File: src/rtl/rs_multi_if.sv
// Bus bundle for rs_multi: decoder allocation, CDB wakeup, and the issue handshake.
// The RS uses the slave view; a decoder/ALU model uses the master view.
interface rs_multi_if #(
  parameter int IDX_W   = 3,
  parameter int ROB_W   = 4,
  parameter int NUM_CDB = 2,
  parameter int OP_W    = 5
);
  logic                     rdy_in;
  logic                     clear;
  logic                     dec_valid;
  logic [OP_W-1:0]          dec_op;
  logic [31:0]              dec_vj;
  logic [31:0]              dec_vk;
  logic                     dec_hj;
  logic                     dec_hk;
  logic [ROB_W-1:0]         dec_qj;
  logic [ROB_W-1:0]         dec_qk;
  logic [ROB_W-1:0]         dec_rob_id;
  logic [31:0]              dec_tja;
  logic [31:0]              dec_fja;
  logic                     rs_full;
  logic [IDX_W:0]           rs_count;
  logic [NUM_CDB-1:0]       cdb_valid;
  logic [NUM_CDB*ROB_W-1:0] cdb_rob_id;
  logic [NUM_CDB*32-1:0]    cdb_value;
  logic                     iss_valid;
  logic                     iss_ready;
  logic [OP_W-1:0]          iss_op;
  logic [31:0]              iss_vj;
  logic [31:0]              iss_vk;
  logic [ROB_W-1:0]         iss_rob_id;
  logic [31:0]              iss_tja;
  logic [31:0]              iss_fja;

  modport slave (
    input  rdy_in, clear, dec_valid, dec_op, dec_vj, dec_vk, dec_hj, dec_hk,
           dec_qj, dec_qk, dec_rob_id, dec_tja, dec_fja,
           cdb_valid, cdb_rob_id, cdb_value, iss_ready,
    output rs_full, rs_count, iss_valid, iss_op, iss_vj, iss_vk, iss_rob_id,
           iss_tja, iss_fja
  );

  modport master (
    output rdy_in, clear, dec_valid, dec_op, dec_vj, dec_vk, dec_hj, dec_hk,
           dec_qj, dec_qk, dec_rob_id, dec_tja, dec_fja,
           cdb_valid, cdb_rob_id, cdb_value, iss_ready,
    input  rs_full, rs_count, iss_valid, iss_op, iss_vj, iss_vk, iss_rob_id,
           iss_tja, iss_fja
  );
endinterface

File: src/rtl/rs_multi.sv
// Reservation station with multi-channel CDB wakeup and oldest-ready-first issue.
// Age is kept as a matrix: r_older[i][j]=1 means entry i was allocated before entry j.
// A new entry clears its own row and sets its column, so stale bits from freed
// entries never affect ordering among valid entries and nothing wraps.
module rs_multi #(
  parameter int DEPTH   = 8,
  parameter int IDX_W   = 3,
  parameter int ROB_W   = 4,
  parameter int NUM_CDB = 2,
  parameter int OP_W    = 5
) (
  input logic      clk_in,
  input logic      rst_n_in,
  rs_multi_if.slave bus
);
  localparam logic [IDX_W:0] FULL_COUNT = (IDX_W+1)'(DEPTH);

  // Returns {hit, value}; scanning high to low lets the lowest channel win.
  function automatic logic [32:0] cdb_lookup(
    input logic [ROB_W-1:0]         tag,
    input logic [NUM_CDB-1:0]       vld,
    input logic [NUM_CDB*ROB_W-1:0] tags,
    input logic [NUM_CDB*32-1:0]    vals
  );
    logic [32:0] res;
    res = '0;
    for (int c = NUM_CDB - 1; c >= 0; c--) begin
      if (vld[c] && (tags[c*ROB_W +: ROB_W] == tag)) res = {1'b1, vals[c*32 +: 32]};
    end
    return res;
  endfunction

  logic [DEPTH-1:0] r_valid;
  logic [DEPTH-1:0] r_hj;
  logic [DEPTH-1:0] r_hk;
  logic [OP_W-1:0]  r_op  [DEPTH];
  logic [31:0]      r_vj  [DEPTH];
  logic [31:0]      r_vk  [DEPTH];
  logic [ROB_W-1:0] r_qj  [DEPTH];
  logic [ROB_W-1:0] r_qk  [DEPTH];
  logic [ROB_W-1:0] r_rob [DEPTH];
  logic [31:0]      r_tja [DEPTH];
  logic [31:0]      r_fja [DEPTH];
  logic [DEPTH-1:0] r_older [DEPTH];
  logic [IDX_W:0]   r_count;

  logic [DEPTH-1:0] w_ready;
  logic [DEPTH-1:0] w_sel;
  logic [IDX_W-1:0] w_sel_idx;
  logic [IDX_W-1:0] w_free_idx;
  logic             w_free_found;
  logic             w_any_ready;
  logic             w_alloc;
  logic             w_issue;
  logic [32:0]      w_byp_j;
  logic [32:0]      w_byp_k;
  logic [32:0]      w_wake_j [DEPTH];
  logic [32:0]      w_wake_k [DEPTH];
  logic [OP_W-1:0]  w_iss_op;
  logic [31:0]      w_iss_vj;
  logic [31:0]      w_iss_vk;
  logic [ROB_W-1:0] w_iss_rob;
  logic [31:0]      w_iss_tja;
  logic [31:0]      w_iss_fja;

  assign w_ready     = r_valid & ~r_hj & ~r_hk;
  assign w_any_ready = |w_ready;
  assign w_alloc     = bus.dec_valid && !bus.rs_full && bus.rdy_in && !bus.clear;
  assign w_issue     = bus.iss_valid && bus.iss_ready && !bus.clear;

  assign bus.rs_full    = (r_count == FULL_COUNT);
  assign bus.rs_count   = r_count;
  assign bus.iss_valid  = w_any_ready && bus.rdy_in;
  assign bus.iss_op     = w_iss_op;
  assign bus.iss_vj     = w_iss_vj;
  assign bus.iss_vk     = w_iss_vk;
  assign bus.iss_rob_id = w_iss_rob;
  assign bus.iss_tja    = w_iss_tja;
  assign bus.iss_fja    = w_iss_fja;

  // Lowest-index free slot, from registered valid bits only.
  always_comb begin
    w_free_idx   = '0;
    w_free_found = 1'b0;
    for (int i = 0; i < DEPTH; i++) begin
      if (!r_valid[i] && !w_free_found) begin
        w_free_idx   = IDX_W'(i);
        w_free_found = 1'b1;
      end
    end
  end

  // CDB match for every stored operand and for the incoming decoder operands.
  always_comb begin
    for (int i = 0; i < DEPTH; i++) begin
      w_wake_j[i] = cdb_lookup(r_qj[i], bus.cdb_valid, bus.cdb_rob_id, bus.cdb_value);
      w_wake_k[i] = cdb_lookup(r_qk[i], bus.cdb_valid, bus.cdb_rob_id, bus.cdb_value);
    end
    w_byp_j = cdb_lookup(bus.dec_qj, bus.cdb_valid, bus.cdb_rob_id, bus.cdb_value);
    w_byp_k = cdb_lookup(bus.dec_qk, bus.cdb_valid, bus.cdb_rob_id, bus.cdb_value);
  end

  // Oldest ready entry: ready with no older ready entry; drive its fields onto the issue port.
  always_comb begin
    w_sel     = '0;
    w_sel_idx = '0;
    w_iss_op  = '0;
    w_iss_vj  = '0;
    w_iss_vk  = '0;
    w_iss_rob = '0;
    w_iss_tja = '0;
    w_iss_fja = '0;
    for (int i = 0; i < DEPTH; i++) begin
      w_sel[i] = w_ready[i];
      for (int j = 0; j < DEPTH; j++) begin
        if (w_ready[j] && r_older[j][i]) w_sel[i] = 1'b0;
      end
      if (w_sel[i]) begin
        w_sel_idx = IDX_W'(i);
        w_iss_op  = r_op[i];
        w_iss_vj  = r_vj[i];
        w_iss_vk  = r_vk[i];
        w_iss_rob = r_rob[i];
        w_iss_tja = r_tja[i];
        w_iss_fja = r_fja[i];
      end
    end
  end

  // Entry state: flush, wakeup, issue free, allocation with bypass, age and count.
  always_ff @(posedge clk_in or negedge rst_n_in) begin
    if (!rst_n_in) begin
      r_valid <= '0;
      r_hj    <= '0;
      r_hk    <= '0;
      r_count <= '0;
      for (int i = 0; i < DEPTH; i++) begin
        r_op[i]    <= '0;
        r_vj[i]    <= '0;
        r_vk[i]    <= '0;
        r_qj[i]    <= '0;
        r_qk[i]    <= '0;
        r_rob[i]   <= '0;
        r_tja[i]   <= '0;
        r_fja[i]   <= '0;
        r_older[i] <= '0;
      end
    end else if (bus.rdy_in) begin
      if (bus.clear) begin
        r_valid <= '0;
        r_count <= '0;
      end else begin
        for (int i = 0; i < DEPTH; i++) begin
          if (r_valid[i] && r_hj[i] && w_wake_j[i][32]) begin
            r_vj[i] <= w_wake_j[i][31:0];
            r_hj[i] <= 1'b0;
          end
          if (r_valid[i] && r_hk[i] && w_wake_k[i][32]) begin
            r_vk[i] <= w_wake_k[i][31:0];
            r_hk[i] <= 1'b0;
          end
        end
        if (w_issue) r_valid[w_sel_idx] <= 1'b0;
        if (w_alloc) begin
          r_valid[w_free_idx] <= 1'b1;
          r_op[w_free_idx]    <= bus.dec_op;
          r_qj[w_free_idx]    <= bus.dec_qj;
          r_qk[w_free_idx]    <= bus.dec_qk;
          r_rob[w_free_idx]   <= bus.dec_rob_id;
          r_tja[w_free_idx]   <= bus.dec_tja;
          r_fja[w_free_idx]   <= bus.dec_fja;
          r_vj[w_free_idx]    <= (bus.dec_hj && w_byp_j[32]) ? w_byp_j[31:0] : bus.dec_vj;
          r_vk[w_free_idx]    <= (bus.dec_hk && w_byp_k[32]) ? w_byp_k[31:0] : bus.dec_vk;
          r_hj[w_free_idx]    <= bus.dec_hj && !w_byp_j[32];
          r_hk[w_free_idx]    <= bus.dec_hk && !w_byp_k[32];
          r_older[w_free_idx] <= '0;
          for (int j = 0; j < DEPTH; j++) begin
            if (IDX_W'(j) != w_free_idx) r_older[j][w_free_idx] <= 1'b1;
          end
        end
        r_count <= r_count + {{IDX_W{1'b0}}, w_alloc} - {{IDX_W{1'b0}}, w_issue};
      end
    end
  end
endmodule

File: src/flat_wrapper.sv
// flat-port wrapper written by rule: the top's interface ports become plain ports
module rs_multi_flat 
#(
  parameter int DEPTH   = 8,
  parameter int IDX_W   = 3,
  parameter int ROB_W   = 4,
  parameter int NUM_CDB = 2,
  parameter int OP_W    = 5
)
  (clk_in, rst_n_in, bus_rdy_in, bus_clear, bus_dec_valid, bus_dec_op, bus_dec_vj, bus_dec_vk, bus_dec_hj, bus_dec_hk, bus_dec_qj, bus_dec_qk, bus_dec_rob_id, bus_dec_tja, bus_dec_fja, bus_cdb_valid, bus_cdb_rob_id, bus_cdb_value, bus_iss_ready, bus_rs_full, bus_rs_count, bus_iss_valid, bus_iss_op, bus_iss_vj, bus_iss_vk, bus_iss_rob_id, bus_iss_tja, bus_iss_fja);
  rs_multi_if #(.IDX_W(IDX_W), .ROB_W(ROB_W), .NUM_CDB(NUM_CDB), .OP_W(OP_W)) bus_i ();
  input logic clk_in;
  input logic rst_n_in;
  input wire logic [$bits(bus_i.rdy_in)-1:0] bus_rdy_in;
  input wire logic [$bits(bus_i.clear)-1:0] bus_clear;
  input wire logic [$bits(bus_i.dec_valid)-1:0] bus_dec_valid;
  input wire logic [$bits(bus_i.dec_op)-1:0] bus_dec_op;
  input wire logic [$bits(bus_i.dec_vj)-1:0] bus_dec_vj;
  input wire logic [$bits(bus_i.dec_vk)-1:0] bus_dec_vk;
  input wire logic [$bits(bus_i.dec_hj)-1:0] bus_dec_hj;
  input wire logic [$bits(bus_i.dec_hk)-1:0] bus_dec_hk;
  input wire logic [$bits(bus_i.dec_qj)-1:0] bus_dec_qj;
  input wire logic [$bits(bus_i.dec_qk)-1:0] bus_dec_qk;
  input wire logic [$bits(bus_i.dec_rob_id)-1:0] bus_dec_rob_id;
  input wire logic [$bits(bus_i.dec_tja)-1:0] bus_dec_tja;
  input wire logic [$bits(bus_i.dec_fja)-1:0] bus_dec_fja;
  input wire logic [$bits(bus_i.cdb_valid)-1:0] bus_cdb_valid;
  input wire logic [$bits(bus_i.cdb_rob_id)-1:0] bus_cdb_rob_id;
  input wire logic [$bits(bus_i.cdb_value)-1:0] bus_cdb_value;
  input wire logic [$bits(bus_i.iss_ready)-1:0] bus_iss_ready;
  output wire logic [$bits(bus_i.rs_full)-1:0] bus_rs_full;
  output wire logic [$bits(bus_i.rs_count)-1:0] bus_rs_count;
  output wire logic [$bits(bus_i.iss_valid)-1:0] bus_iss_valid;
  output wire logic [$bits(bus_i.iss_op)-1:0] bus_iss_op;
  output wire logic [$bits(bus_i.iss_vj)-1:0] bus_iss_vj;
  output wire logic [$bits(bus_i.iss_vk)-1:0] bus_iss_vk;
  output wire logic [$bits(bus_i.iss_rob_id)-1:0] bus_iss_rob_id;
  output wire logic [$bits(bus_i.iss_tja)-1:0] bus_iss_tja;
  output wire logic [$bits(bus_i.iss_fja)-1:0] bus_iss_fja;
  assign bus_i.rdy_in = bus_rdy_in;
  assign bus_i.clear = bus_clear;
  assign bus_i.dec_valid = bus_dec_valid;
  assign bus_i.dec_op = bus_dec_op;
  assign bus_i.dec_vj = bus_dec_vj;
  assign bus_i.dec_vk = bus_dec_vk;
  assign bus_i.dec_hj = bus_dec_hj;
  assign bus_i.dec_hk = bus_dec_hk;
  assign bus_i.dec_qj = bus_dec_qj;
  assign bus_i.dec_qk = bus_dec_qk;
  assign bus_i.dec_rob_id = bus_dec_rob_id;
  assign bus_i.dec_tja = bus_dec_tja;
  assign bus_i.dec_fja = bus_dec_fja;
  assign bus_i.cdb_valid = bus_cdb_valid;
  assign bus_i.cdb_rob_id = bus_cdb_rob_id;
  assign bus_i.cdb_value = bus_cdb_value;
  assign bus_i.iss_ready = bus_iss_ready;
  assign bus_rs_full = bus_i.rs_full;
  assign bus_rs_count = bus_i.rs_count;
  assign bus_iss_valid = bus_i.iss_valid;
  assign bus_iss_op = bus_i.iss_op;
  assign bus_iss_vj = bus_i.iss_vj;
  assign bus_iss_vk = bus_i.iss_vk;
  assign bus_iss_rob_id = bus_i.iss_rob_id;
  assign bus_iss_tja = bus_i.iss_tja;
  assign bus_iss_fja = bus_i.iss_fja;
  rs_multi #(.DEPTH(DEPTH), .IDX_W(IDX_W), .ROB_W(ROB_W), .NUM_CDB(NUM_CDB), .OP_W(OP_W)) u_core (.clk_in(clk_in), .rst_n_in(rst_n_in), .bus(bus_i));
endmodule
File: config.mk
export PLATFORM = sky130hd
export DESIGN_NAME = rs_multi_flat
export DESIGN_NICKNAME = d
export VERILOG_FILES = /design/src/rtl/rs_multi_if.sv /design/src/rtl/rs_multi.sv /design/src/flat_wrapper.sv
export SDC_FILE = /design/constraint.sdc
export NUM_CORES = 2
export LEC_CHECK = 0
export CAP_MARGIN = 0
export CORE_UTILIZATION = 45
export DETAILED_ROUTE_END_ITERATION = 8
export GPL_TIMING_DRIVEN = 0
export PLACE_DENSITY = 0.66
export SLEW_MARGIN = 20
export SYNTH_ARGS = -nofsm -noshare
export SYNTH_HDL_FRONTEND = slang
export SYNTH_SLANG_ARGS = --single-unit
File: constraint.sdc
create_clock -name clk_in -period 4.16 [get_ports clk_in]
set_input_delay 0.416 -clock clk_in [delete_from_list [all_inputs] [get_ports clk_in]]
set_output_delay 0.416 -clock clk_in [all_outputs]
set_load 0.02 [all_outputs]
==> results.json <==
{
  "ios": 370,
  "cp-startpoint": "u_core.r_hk[4]$_DFFE_PN0P_",
  "fin_ws_ps": -221,
  "routed-via-count": 69800,
  "worstSetupStartpointType": "register",
  "post-route-period-util_pct": 105,
  "fp-row-count": 142,
  "clkTransAtPathRegs_ps": 60,
  "tightest_slew_ps": 1370,
  "synth_top_area_share_pct": 45.6,
  "overflow": 0,
  "die_h_um": 393,
  "vias_per_cell": 6.87,
  "clkSinkCount": 1252,
  "cts_tree": "yes",
  "synth_compound_area_share_pct": 20.2,
  "whs_ps": 125,
  "grt_pass1_wl_mm": 482,
  "die-width_um": 393,
  "cpMostUsedCell": "buf_12",
  "synthCells": 7458,
  "drcViolationCount": 0,
  "clock-root-buffer": "clkbuf_16",
  "ctsLongestPathBuffers": 3,
  "cp_slowest_cell": "dfrtp_2",
  "power.total_w": 0.0369,
  "antenna_found_initial": 48,
  "synth_top_cell_by_area": "dfrtp_1",
  "async_flop_share_pct": 100,
  "cts_max_level": 4,
  "final_area_mm2": 0.0829,
  "synth.mux.area_fraction_pct": 8.68,
  "drtAntennaViolNets": 0,
  "yosysSeqAreaShare_pct": 45.6,
  "slew_violations": 0,
  "fmaxAchievable_ghz": 0.228,
  "synth_seq_cells": 1252,
  "synth_edf_count": 0,
  "hold_viol_final": 0,
  "nets": 8227,
  "syn-num-nets": 7691,
  "die_area_mm2": 0.154,
  "num-fill-cells": 13700,
  "routed_wl_mm": 343,
  "cp.arrival_ps": 3970,
  "drive_above_1_share_pct": 16.1,
  "place_ws_ps": -1200,
  "drt-wirelength-per-cell_um": 33.7,
  "drtPass1Iterations": 9,
  "final_common_cell": "nand2_1",
  "synth_flop_cell": "dfrtp_1",
  "maxCapViolCount": 0,
  "core_area_mm2": 0.151,
  "path_class": "reg -> out",
  "power.ir.vdd_worst_uv": 489,
  "path_cells": "nor3b_4, a22oi_1, and4_4, buf_12, nor3_4, buf_12, buf_12, buf_4, o221ai_1, o221ai_1, clkdlybuf4s15_2",
  "final_cell_mix": "nand2_1, dfrtp_1, mux2i_1",
  "grt_max_degree": 140,
  "setup_violations": 77,
  "hp-class": "in -> reg",
  "power.leakage_nw": 38.9,
  "wl_met3_mm": 45.9,
  "cp_max_fo": 10,
  "first_iter_violations": 10000,
  "critical_path_required_ps": 3740,
  "finalClockSkew_ps": 42.8,
  "syn2layout_area_growth_pct": 20.8,
  "cpPeakStageDelay_ps": 490,
  "dp_hpwl_mm": 241,
  "route.met2.wl_mm": 142,
  "track_usage_pct": 43.3,
  "relSlewSlack_pct": 8.47,
  "synth-simple-area-share_pct": 17.2,
  "io_buffers": 216,
  "synth_area_mm2": 0.0687,
  "grt_setup_unrepaired": "true",
  "violations": "negative setup slack",
  "synth_cell_types": 78,
  "start_util_pct": 45.6,
  "r2r-start": "u_core.bus.rs_count[2]$_DFFE_PN0P_",
  "first_global_vias": 66600,
  "power.density_mw_per_mm2": 445,
  "outcome": "complete, but fails checks",
  "clock_latency_ps": 850,
  "numCtsBuffers": 147,
  "place_area_mm2": 0.0738,
  "top_layer": "met5",
  "synth_xor_area_share_pct": 1.86,
  "synth_top_family_by_area": "compound AO/OA/AOI/OAI gates",
  "hold_path.startpoint": "bus_dec_qj[2]",
  "end_kind": "primary output",
  "wl_met1_mm": 125,
  "synth.avg_cell_area_um2": 9.21,
  "synth_top_cells_by_area": "dfrtp_1, nand2_1, mux2i_1",
  "yosysWarningCount": 0,
  "globalplace.congestion": 1.05,
  "synth_adder_area_share_pct": 0.120,
  "finalCriticalPeriod_ps": 4380
}
[sequential cells by signal, summed over array words and instances (netlist names), named ones only]
name,flops
u_core.r_older,48
u_core.r_vk,256
u_core.r_hj,8
u_core.bus.rs_count,4
u_core.r_tja,256
u_core.r_vj,256
u_core.r_fja,256
u_core.r_valid,8
u_core.r_op,40
u_core.r_qk,32
u_core.r_hk,8
u_core.r_qj,32
u_core.r_rob,32
[kinds of logic after synthesis]
kind of cell | after synthesis
DFF | 1252
adders and majority gates | 6
AOI/OAI and AO/OA | 1681
xor gates and xnor gates | 146
muxes | 585
and+or+nand+nor | 2786
buffers and inverters | 1002
[synth_stat cells (all sizes together), types with 11 or more instances]
master / count
mux2i: 504
a211o: 65
nand2: 1915
o221ai: 341
nor2: 163
inv: 92
nor3b: 11
a22oi: 28
a21o: 203
xor2: 97
dfrtp: 1252
a221oi: 576
nor4bb: 13
o22ai: 83
o21ai: 27
buf: 410
xnor2: 49
a21oi: 167
nor3: 447
nor4: 38
nand3: 150
mux2: 81
clkbuf: 499
o2bb2ai: 137
o2111a: 14
[power by group]
part,switching [W],internal [W]
combinational,0.00422,0.00287
sequential,0.00169,0.0143
clock,0.00599,0.00780
total,0.0119,0.0250
[through the flow]
step,utilization [%],instances,TNS (ps)
after floorplan,-,7458,0
after global placement,48.7,9690,-
after detailed placement,49.0,9709,-206890
after CTS,54.2,10100,-1580
after global routing,55.0,10100,-1770
final,55.0,10200,-3160
[per-layer routing]
metal  vias up  global-route usage (%)
met5         -                    1.15
li1      28200                       -
met3      1401                    16.4
met2      5398                    61.0
met4        48                    33.2
met1     34800                    53.3
[final timing paths]
check,to,cells past startpoint,slack [ps]
setup / recovery,bus_iss_vj[7],11,-220
hold / removal,u_core.r_qj[2]$_DFFE_PN0P_,3,130
setup reg to reg,u_core.r_qk[24]$_DFFE_PN0P_,11,0
hold reg to reg,u_core.r_fja[10]$_DFFE_PN0P_,2,470
max in group asynchronous,u_core.r_fja[182]$_DFFE_PN0P_,5,1650
min in group asynchronous,u_core.r_tja[233]$_DFFE_PN0P_,2,190
[timing repair]
item	in CTS	in global routing
resized for setup	1139	239
endpoints found under the hold margin	616	0
endpoints found under the setup margin	186	197
buffers inserted	39	36
hold buffers	79	0
pin swaps	72	53
gates cloned	1	4
[critical path, delay by kind of cell (launching register included)]
family                 cells  cell delay [ps]
AOI/OAI and AO/OA          3              730
buffers and inverters      5             1050
DFF                        1              490
and+or+nand+nor            3              810
[layout make-up]
class                           count  area [um2]  area share, %
Timing Repair Buffer              397        3850           4.64
Tap cell                         2016        2520           3.04
Sequential cell                  1252       31400           37.8
Antenna cell                       35        87.6          0.106
Multi-Input combinational cell   5204       34700           41.9
Clock buffer                      219        4290           5.17
Inverter                           93         349          0.421
Clock inverter                     46         733          0.884
Buffer                            899        5020           6.05
No activity file was read; power rests on OpenSTA's default activity.
